===== src/rtl/apb_bridge_pkg.sv =====
// Shared types and constants for the AHB-to-APB bridge.
// Imported by the APB-side controller and its timeout counter.
package apb_bridge_pkg;

    typedef enum logic [2:0] {
        IDLE,
        WWAIT,
        SETUP,
        ACCESS,
        ERR1,
        ERR2
    } apb_state_e;

    localparam logic [1:0] HRESP_OKAY  = 2'b00;
    localparam logic [1:0] HRESP_ERROR = 2'b01;

    localparam logic [1:0] HTRANS_IDLE   = 2'b00;
    localparam logic [1:0] HTRANS_BUSY   = 2'b01;
    localparam logic [1:0] HTRANS_NONSEQ = 2'b10;
    localparam logic [1:0] HTRANS_SEQ    = 2'b11;

    localparam logic [2:0] SLOT_NONE = 3'b000;
    localparam logic [2:0] SLOT_0    = 3'b001;
    localparam logic [2:0] SLOT_1    = 3'b010;
    localparam logic [2:0] SLOT_2    = 3'b100;

    function automatic logic is_onehot3(input logic [2:0] s);
        return (s == SLOT_0) || (s == SLOT_1) || (s == SLOT_2);
    endfunction

endpackage


===== src/rtl/apb_controller_timeout.sv =====
// Saturating wait-state counter for the APB ACCESS phase.
// expired fires on the wait cycle that brings the count up to TIMEOUT.
module apb_timeout_counter #(
    parameter int TIMEOUT = 16
) (
    input  logic h_clk,
    input  logic h_reset,
    input  logic clear,
    input  logic enable,
    output logic expired
);

    localparam int CW = (TIMEOUT > 0) ? $clog2(TIMEOUT + 1) : 1;
    localparam logic [CW-1:0] LAST = CW'((TIMEOUT > 0) ? TIMEOUT - 1 : 0);

    logic [CW-1:0] count;

    always_ff @(posedge h_clk or posedge h_reset) begin
        if (h_reset) begin
            count <= '0;
        end else if (clear) begin
            count <= '0;
        end else if (enable && (count != '1)) begin
            count <= count + 1'b1;
        end
    end

    assign expired = (TIMEOUT > 0) && enable && (count == LAST);

endmodule


===== src/rtl/apb_controller.sv =====
// APB-side controller: turns accepted AHB transfers into APB SETUP/ACCESS
// sequences and stretches the AHB data phase through h_readyout.
module apb_controller
    import apb_bridge_pkg::*;
#(
    parameter int TIMEOUT = 16,
    parameter int ADDR_W  = 32,
    parameter int DATA_W  = 32
) (
    input  logic              h_clk,
    input  logic              h_reset,
    input  logic              valid,
    input  logic              h_write,
    input  logic [ADDR_W-1:0] h_addr,
    input  logic [DATA_W-1:0] h_wdata,
    input  logic [2:0]        tempsel,
    input  logic [DATA_W-1:0] p_rdata,
    input  logic              p_ready,
    input  logic              p_slverr,
    output logic [2:0]        p_sel,
    output logic              p_enable,
    output logic              p_write,
    output logic [ADDR_W-1:0] p_addr,
    output logic [DATA_W-1:0] p_wdata,
    output logic              h_readyout,
    output logic [1:0]        h_resp,
    output logic [DATA_W-1:0] h_rdata
);

    apb_state_e state;
    apb_state_e accept_state;
    logic [2:0] sel_q;
    logic [2:0] accept_sel;
    logic       accept;
    logic       mapped;
    logic       expired;

    assign accept = valid & h_readyout;
    assign mapped = is_onehot3(tempsel);

    // Reads go straight to SETUP, so PSEL must come up with the state.
    assign accept_state = !mapped ? ERR1 : (h_write ? WWAIT : SETUP);
    assign accept_sel   = (mapped && !h_write) ? tempsel : SLOT_NONE;

    apb_timeout_counter #(
        .TIMEOUT (TIMEOUT)
    ) u_timeout (
        .h_clk   (h_clk),
        .h_reset (h_reset),
        .clear   (state != ACCESS),
        .enable  ((state == ACCESS) && !p_ready),
        .expired (expired)
    );

    always_comb begin
        h_readyout = 1'b0;
        h_resp     = HRESP_OKAY;
        unique case (state)
            IDLE: h_readyout = 1'b1;
            ACCESS: begin
                h_readyout = p_ready & ~p_slverr;
                if (p_ready && p_slverr) h_resp = HRESP_ERROR;
            end
            ERR1: h_resp = HRESP_ERROR;
            ERR2: begin
                h_readyout = 1'b1;
                h_resp     = HRESP_ERROR;
            end
            default: ;
        endcase
    end

    assign h_rdata = (state == ACCESS && !p_write && p_ready) ? p_rdata : '0;

    always_ff @(posedge h_clk or posedge h_reset) begin
        if (h_reset) begin
            state    <= IDLE;
            sel_q    <= SLOT_NONE;
            p_sel    <= SLOT_NONE;
            p_enable <= 1'b0;
            p_write  <= 1'b0;
            p_addr   <= '0;
            p_wdata  <= '0;
        end else begin
            if (accept) begin
                p_addr  <= h_addr;
                p_write <= h_write;
                sel_q   <= tempsel;
            end
            unique case (state)
                IDLE, ERR2: begin
                    state    <= accept ? accept_state : IDLE;
                    p_sel    <= accept ? accept_sel : SLOT_NONE;
                    p_enable <= 1'b0;
                end
                WWAIT: begin
                    p_wdata <= h_wdata;
                    p_sel   <= sel_q;
                    state   <= SETUP;
                end
                SETUP: begin
                    p_enable <= 1'b1;
                    state    <= ACCESS;
                end
                ACCESS: begin
                    if (p_ready) begin
                        p_enable <= 1'b0;
                        if (p_slverr) begin
                            p_sel <= SLOT_NONE;
                            state <= ERR2;
                        end else begin
                            p_sel <= accept ? accept_sel : SLOT_NONE;
                            state <= accept ? accept_state : IDLE;
                        end
                    end else if (expired) begin
                        p_sel    <= SLOT_NONE;
                        p_enable <= 1'b0;
                        state    <= ERR1;
                    end
                end
                ERR1: state <= ERR2;
                default: begin
                    p_sel    <= SLOT_NONE;
                    p_enable <= 1'b0;
                    state    <= IDLE;
                end
            endcase
        end
    end

endmodule


===== config.mk =====
export PLATFORM = sky130hd
export DESIGN_NAME = apb_controller
export DESIGN_NICKNAME = d
export VERILOG_FILES = /design/src/rtl/apb_bridge_pkg.sv /design/src/rtl/apb_controller_timeout.sv /design/src/rtl/apb_controller.sv
export SDC_FILE = /design/constraint.sdc
export NUM_CORES = 1
export LEC_CHECK = 0
export CAP_MARGIN = 20
export CORE_ASPECT_RATIO = 0.8
export CORE_UTILIZATION = 39
export DETAILED_ROUTE_END_ITERATION = 6
export PLACE_DENSITY = 0.78
export SYNTH_ARGS = -nofsm -noshare
export SYNTH_HDL_FRONTEND = slang
export SYNTH_SLANG_ARGS = --single-unit
export TNS_END_PERCENT = 100

===== constraint.sdc =====
create_clock -name h_clk -period 3.1 [get_ports h_clk]
set_input_delay 0.775 -clock h_clk [delete_from_list [all_inputs] [get_ports h_clk]]
set_output_delay 0.775 -clock h_clk [all_outputs]
set_load 0.02 [all_outputs]

Yosys cells after proc, flatten, opt, wreduce, memory -nomap -nowiden
Index checks and enable logic that the tools add are counted.

Output and inout port bits: 104. Word-level logic and storage cells: 68. Bits in registers: 80. Bits of input ports: 105.

Multiplexer cells: 22. Equal/unequal tests: 12. Add/sub/neg operators: 1. Reductions and logical operators: 20. Bitwise operators: 5.

Operators with widths (count): 2-to-1 mux 32 bit (1); 2-to-1 mux 3 bit (10); one-hot mux 3 bit (5 select lines) (1); one-hot mux 3 bit (4 select lines) (1); 2-to-1 mux 5 bit (2); equality test 3 x 2 -> 1 bit, second input constant (3); equality test 3 bit, second input constant (3); OR reduction 2 bit (4); logical AND 1 bit (7); equality test 3 x 1 -> 1 bit, second input constant (2); adder 5 x 1 -> 5 bit, second input constant (1); equality test 5 x 4 -> 1 bit, second input constant (1); != test 5 bit, second input constant (1); one-hot mux 1 bit (2 select lines) (2); AND reduction 2 bit (2); logical NOT 1 bit (3); logical NOT 3 bit (1); 2-to-1 mux 1 bit (3); != test 3 x 2 -> 1 bit, second input constant (1); != test 3 bit, second input constant (1); inverter 1 bit (3); one-hot mux 1 bit (3 select lines) (1); bitwise AND 1 bit (2); logical OR 1 bit (2); other kinds (2) (2).

Longest topological paths before layout
Gate-level depths: netlist (run 1).

Depth after elaboration: 9. Depth in mapped cells: 7. Depth with buffers taken out: 7.

Modules after synthesis
From an unflattened synthesis (run 1), not the netlist that was laid out.

Cells, all modules: 267. Area total of the unflattened synthesis: 3639.7 µm².

By module, submodules not included: apb_controller (times used 1, area an instance 3355.7 µm², cells an instance 241, sequential area each 1876.8 µm²); apb_timeout_counter (times used 1, area an instance 284.0 µm², cells an instance 26, sequential area each 125.1 µm²).

Least setup slack after synthesis (run 1)
Ideal clock, no wire load.

Kind: input to output. From: input port p_ready. To: output port h_rdata[10]. Arrival time: 1.873 ns. Cell stages on the path: 5. Buffers on the path: 2. Setup slack: 0.452 ns. Data required time: 2.325 ns. Path through: clkbuf_2 > nand3b_1 > nor3b_1 > clkbuf_1 > and2_1.

Word-level cells in the longest chain between the ends: 2.

Ends and longest elaborated chain: start: declaration (line apb_controller.sv:18) `input logic p_ready,`; logical AND 1 bit (line apb_controller.sv:73) `assign h_rdata = (state == ACCESS && !p_write && p_ready) ? p_rdata : '0;`; 2-to-1 mux 32 bit (line apb_controller.sv:73); end: declaration (line apb_controller.sv:27) `output logic [DATA_W-1:0] h_rdata`.

No other way between the ends.

Worst setup path after layout (run 1)
From: input port p_ready. To: output port h_resp[0].

Word-level cells in the longest chain between the ends: 3.

Ends and longest elaborated chain: logical AND 1 bit (line apb_controller.sv:62) `if (p_ready && p_slverr) h_resp = HRESP_ERROR;`; 2-to-1 mux 1 bit (line apb_controller.sv:62); one-hot mux 1 bit (2 select lines) (line apb_controller.sv:58) `unique case (state)`; end: declaration (line apb_controller.sv:26) `output logic [1:0] h_resp,`.

No other way between the ends.

==> impl_results.md, run 1 <==
* Status: finished clean
* First drt pass iteration count at 4
* Req. time, crit path at 2.32 ns
* Area grow syn2layout at 63.2%
* RSZ-0062 raised after global routing: no
* Worst-margin pin slew at 0.873 ns
* Largest net degree at the start of global routing at 48
* Hold_sp: p_wdata[6]$_DFFE_PP0P_
* Clk sinks at 80
* Initial Utilization at 0.404
* Die ar. at 9830 um2
* Gr busiest metal: met2
* Final setup fails at 0
* Warnings, synthesis at 0
* Overall routing resource usage at 0.198
* DRC at 0
* GR Util met3 at 0.0801
* Cell Pwr Density at 1020 nW/um2
* Worst-path clk slew at 0.06 ns
* Mean post-synth cell area at 14.1 um2
* Unique cell type count in the Yosys netlist at 43
* Reg-to-reg endpoint: state[2]$_DFFE_PP0P_
* Largest fanout on the critical path at 3
* Routability cong. at 0.791
* CP endpoint kind: output port
* Most frequent cells in the layout: clkdlybuf4s50_1 (174), dfrtp_1 (80), mux2_4 (36)
* Port-buffer cells at 207
* Root Buffer: clkbuf_16
* Io pins at 209
* CTS H-tree lvls at 3
* Most common cell after layout, fill and taps aside: clkdlybuf4s50_1
* 1st-iter DRT viols at 61
* Peak Freq at 332 MHz
* Period minus WS final at 3.01 ns
* Worst vdd ir at 0.000709 V
* Mapped Cells at 261
* Syn Std Cell Area at 3680 um2
* Hold Path Sink: p_wdata[6]$_DFFE_PP0P_
* Worst Hold Class: flop to flop
* Slew Viols, Final at 0
* Clock Skew at 0.00651 ns
* TritonCTS Buffers at 9
* Seq cells post-synth at 80
* Initial antenna violation count at 0
* Hold Path Depth at 1
* Cell Rows at 31
* Die W at 111 um
* First-pass GRT wire length at 15000 um
* CTS max path bufs at 2
* Final period util at 0.971
* Fraction of layout instances using a drive strength above 1 at 0.275
* Remaining global-route overflow at 0
* Worst R2R Setup Slack at 0.86 ns
* Reg2Reg Depth at 6
* Post-CTS Setup Inserts at 0
* Avg WL per Cell at 16.3 um
* Seq/Total Area, Yosys at 0.544
* Post-synth EDFFs at 0
* Vias in the first global route at 2919
* Syn nets at 369
* CTS tree: built
* Routed Antenna Nets at 0
* Non-filler cells, final at 592
* RR Startpoint: state[1]$_DFFE_PP0P_
* HPWL Detailed at 7040 um
* Post-Place Cells at 576
* Critical Path Source: p_ready
* Met1 Usage GRT at 0.235
* Final-report hold violation count at 0
* Post-Route WL at 9640 um
* Synth async-reset ratio at 1.00
* WP data arrival at 2.23 ns
* Total number of vias at 2816
* Met2 usage at 0.339
* Nets at 580
* Final Power at 6100 uW
* Antenna Cells at 0
* Worst Setup Start Kind: input port
* Core ar. at 9110 um2
* Clock latency on the worst-skew pair at 0.33 ns
* Max-Slew Margin vs Limit at 0.418
* Max cap viols at 0
* P_leak at 0.00274 uW
* Ys flop type: dfrtp_1
* Crit Path Category: input port to output port
* Routed vias/inst at 4.76
* Die extent in y at 88.9 um
==> per-layer routing <==
metal	share of wire	up-vias
met5	0	-
met4	0.0082	0
met3	0.087	6
met2	0.50	137
met1	0.41	1345
li1	-	1328
==> synth_stat cells (3+ instances only) <==
| library cell | number | area [um2] |
|---|---|---|
| dfrtp_1 | 80 | 2000 |
| mux2_4 | 36 | 541 |
| and2_1 | 32 | 200 |
| mux2_2 | 32 | 360 |
| o21ai_0 | 9 | 45.0 |
| nor2_1 | 7 | 26.3 |
| buf_6 | 5 | 56.3 |
| clkbuf_1 | 4 | 15.0 |
| nand2_1 | 4 | 15.0 |
| buf_2 | 3 | 15.0 |
| ha_1 | 3 | 37.5 |
| inv_1 | 3 | 11.3 |
| xor2_1 | 3 | 26.3 |
==> worst max path at each step <==
| stage | endpoint | slack, ns | cells after the start |
|---|---|---|---|
| floorplan | p_addr[0]$_DFFE_PP0N_ | 0.27 | 1 |
| global placement | h_rdata[21] | -0.32 | 6 |
| detailed placement | h_rdata[17] | -0.34 | 6 |
| CTS | h_rdata[6] | 0.001 | 6 |
| global route | h_resp[0] | 0.03 | 4 |
| finish | h_resp[0] | 0.09 | 4 |
==> area by class of cell <==
cell class	instances	area [um2]
clock buffers	9	225
clock inverters	7	52.6
repair buffers	215	2000
well taps	115	144
flip-flops and latches	80	2000
multi-input cells	163	1570
inverters	3	12.5
fillers	682	3110
==> state kept, by name, summed over array words and instances, names as in the netlist <==
signal and cells:
p_enable 1, p_addr 32, p_wdata 32, u_timeout.count 5
p_sel 3, p_write 1, state 3, sel_q 3
==> repair_timing <==
| action | in CTS | in global routing |
|---|---|---|
| endpoints found under the hold margin | 0 | 0 |
| pin swaps | 1 | 0 |
| endpoints found under the setup margin | 33 | 31 |
| hold buffers | 0 | 0 |
| cloned | 0 | 0 |
| gates resized for setup | 97 | 31 |
==> stage by stage <==
| step | TNS (ns) | hold slack (ns) | worst slack [ns] | utilization | area, um2 |
|---|---|---|---|---|---|
| final | 0 | 0.504 | 0.0912 | 0.658 | 6000 |
| after global routing | 0 | 0.521 | 0.0294 | 0.658 | 6000 |
| after CTS | 0 | 0.509 | 0.00146 | 0.680 | 6190 |
| after detailed placement | -10.0 | 0.492 | -0.341 | 0.646 | 5890 |
| after global placement | -9.97 | 0.489 | -0.324 | 0.646 | 5890 |
| after floorplan | 0 | 0.482 | 0.273 | - | 3680 |
==> worst max-delay path, cell delays in order <==
cell and delay [ns]:
clkdlybuf4s50_1 0.50, nand3b_1 0.14, o21ai_0 0.19, clkdlybuf4s50_1 0.63
==> logic make-up (layout without fill, tap and decap cells) <==
kind of cell             after synthesis  after routing  share of synthesized area
adder cells (fa/ha/maj)                3              3                     0.0102
AND/OR/NAND/NOR                       60             60                      0.104
XOR/XNOR                               5              5                     0.0119
AO/OA/AOI/OAI                         25             25                     0.0493
flip-flops                            80             80                      0.544
other                                  1              1                    0.00102
multiplexers                          69             69                      0.248
buffers and inverters                 18            234                     0.0320
==> report_power, final <==
part	switching, uW	internal [uW]
clock network	447	551
registers	276	1560
logic	1460	1810
(Power assumes the default switching activity.)
==> run 2, diff against run 1 <==
- CORE_MARGIN: not set -> 5
==> run 2 against run 1 <==
  * Fmax fell by 2.4%
  * Clock-buffer cell count unchanged
  * Total power rose by 0.37%
  * Setup slack got worse by 0.075 ns
  * Via count shrank 0.60%
  * Largest cell class is now buffers
==> impl_results.md, run 2 (synthesized netlist as in run 1, its figures left out) <==
* Gate power share at 0.539
* Io pins at 209
* Dpl ws at -0.306 ns
* Fraction of layout instances using a drive strength above 1 at 0.280
* Die extent in y at 96.9 um
* First-pass GRT wire length at 16700 um
* Total number of vias at 2799
* Clock Skew at 0.00688 ns
* Cell Chain, Critical Path: clkdlybuf4s50_1, nand3b_1, nor3b_4, buf_4, clkbuf_16, and2_1, clkbuf_2
* Sequential cell area at 2000 um2
* Worst R2R Setup Slack at 0.90 ns
* HPWL Detailed at 8130 um
* Internal power at 3940 uW
* Root Buffer: clkbuf_16
* Final period util at 0.995
* Layout fillers at 663
* P_sw at 2190 uW
* Period minus WS final at 3.08 ns
* Flop pwr share at 0.301
* Max cap viols at 0
* Largest net degree at the start of global routing at 42
* Routed vias/inst at 4.69
* Slew Viols, Final at 0
* WP data arrival at 2.31 ns
* Antenna Cells at 0
* Worst-path clk slew at 0.06 ns
* Initial antenna violation count at 0
* Worst setup margin at 0.0165 ns
* Most common cell after layout, fill and taps aside: clkdlybuf4s50_1
* Worst-margin pin slew at 0.874 ns
* CTS tree: built
* Status: finished clean
* Clock latency on the worst-skew pair at 0.32 ns
* Routability cong. at 0.867
* Switching part of the total at 0.357
* Avg WL per Cell at 17.5 um
* CP endpoint kind: output port
* Met1 Wirelength at 4140 um
* First drt pass iteration count at 4
* Port-buffer cells at 207
* Die W at 119 um
* Peak Freq at 324 MHz
* Req. time, crit path at 2.32 ns
* Final instance area at 6070 um2
* DRC at 0
* CTS H-tree lvls at 3
* Post-Route WL at 10400 um
* Met3 wire len at 1290 um
* TritonCTS Buffers at 9
* Most frequent cells in the layout: clkdlybuf4s50_1 (173), dfrtp_1 (80), mux2_4 (36)
* Slowest CP cell: clkdlybuf4s50_1
* Worst Hold Class: flop to flop
* 1st-iter DRT viols at 100
* Max-Slew Margin vs Limit at 0.417
* Nets at 585
* CTS max path bufs at 2
* Remaining global-route overflow at 0
* WHS at 0.499 ns
* Routed Antenna Nets at 0
* Overall routing resource usage at 0.178
* Critical Path Max Stage Delay at 0.48 ns
* Core ar. at 9110 um2
* Met2 wire length at 4960 um
* Vias in the first global route at 3147
* DP Area at 5900 um2
* Clock share of power at 0.160
* Clk sinks at 80
* Initial Utilization at 0.404
* Footprint of the multi-input gates at 1580 um2
* Final-report hold violation count at 0
* Cell Pwr Density at 1010 nW/um2
* Final setup fails at 0
* P_leak at 0.00273 uW
* Uppermost routed layer: met4
* Worst vdd ir at 0.000646 V
* CTS Hold Bufs at 0
* RSZ-0062 raised after global routing: yes
* Crit Path Category: input port to output port
* Cell Rows at 31
* Area grow syn2layout at 64.9%
* Worst Setup Start Kind: input port
* Die ar. at 11500 um2
* Largest fanout on the critical path at 16
* Leading registers by flop count: p_addr: 32 flops, p_wdata: 32 flops, u_timeout.count: 5 flops
-- run 2: metrics by stage --
| stage | std cells | power [uW] | util | setup TNS (ns) |
|---|---|---|---|---|
| after CTS | 595 | 6210 | 0.676 | 0 |
| after floorplan | 261 | 3770 | - | 0 |
| final | 597 | 6130 | 0.665 | 0 |
| after global routing | 597 | 6460 | 0.665 | -0.715 |
| after global placement | 579 | 5160 | 0.647 | -8.60 |
| after detailed placement | 579 | 5240 | 0.647 | -8.96 |
-- run 2: worst max-delay path, delay by kind of cell --
kind,cells,cell delay (ns)
buffers and inverters,4,0.97
AND/OR/NAND/NOR,3,0.55
-- run 2: path summary, 6_finish.rpt --
| path | startpoint | cells past startpoint | endpoint |
|---|---|---|---|
| max in group asynchronous | h_reset | 3 | p_wdata[28]$_DFFE_PP0P_ |
| min | p_enable$_DFFE_PP0P_ | 2 | p_enable$_DFFE_PP0P_ |
| min reg2reg | p_enable$_DFFE_PP0P_ | 2 | p_enable$_DFFE_PP0P_ |
| min in group asynchronous | h_reset | 2 | p_wdata[13]$_DFFE_PP0P_ |
| max | p_ready | 7 | h_rdata[0] |
| max reg2reg | state[1]$_DFFE_PP0P_ | 6 | state[2]$_DFFE_PP0P_ |
-- run 2: area by class of cell --
class | count | share of cell area
clock buffers | 9 | 0.0371
well taps | 115 | 0.0237
multi-input cells | 163 | 0.260
flip-flops and latches | 80 | 0.330
clock inverters | 7 | 0.00949
repair buffers | 220 | 0.338
inverters | 3 | 0.00206
-- run 2: metal layers --
metal / global-route usage / vias to the layer above
li1: - / 1342
met1: 0.204 / 1322
met2: 0.291 / 131
met3: 0.0985 / 4
met4: 0.0418 / 0
met5: 0 / -
-- run 2: power groups by stage --
stage / combinational (uW) / sequential (uW) / clock [uW]
5_1_grt: 3500 / 1910 / 1060
4_1_cts: 3350 / 1850 / 1010
3_3_place_gp: 3320 / 1840 / 0
6_report: 3300 / 1850 / 977
2_1_floorplan: 1390 / 2390 / 0
3_5_place_dp: 3380 / 1850 / 0
-- run 2: timing repair --
item	in CTS	in global routing
endpoints found under the hold margin	0	0
gates cloned	0	1
setup endpoints to repair	34	32
pin swaps	1	0
gates resized for setup	56	42
setup buffers	0	1
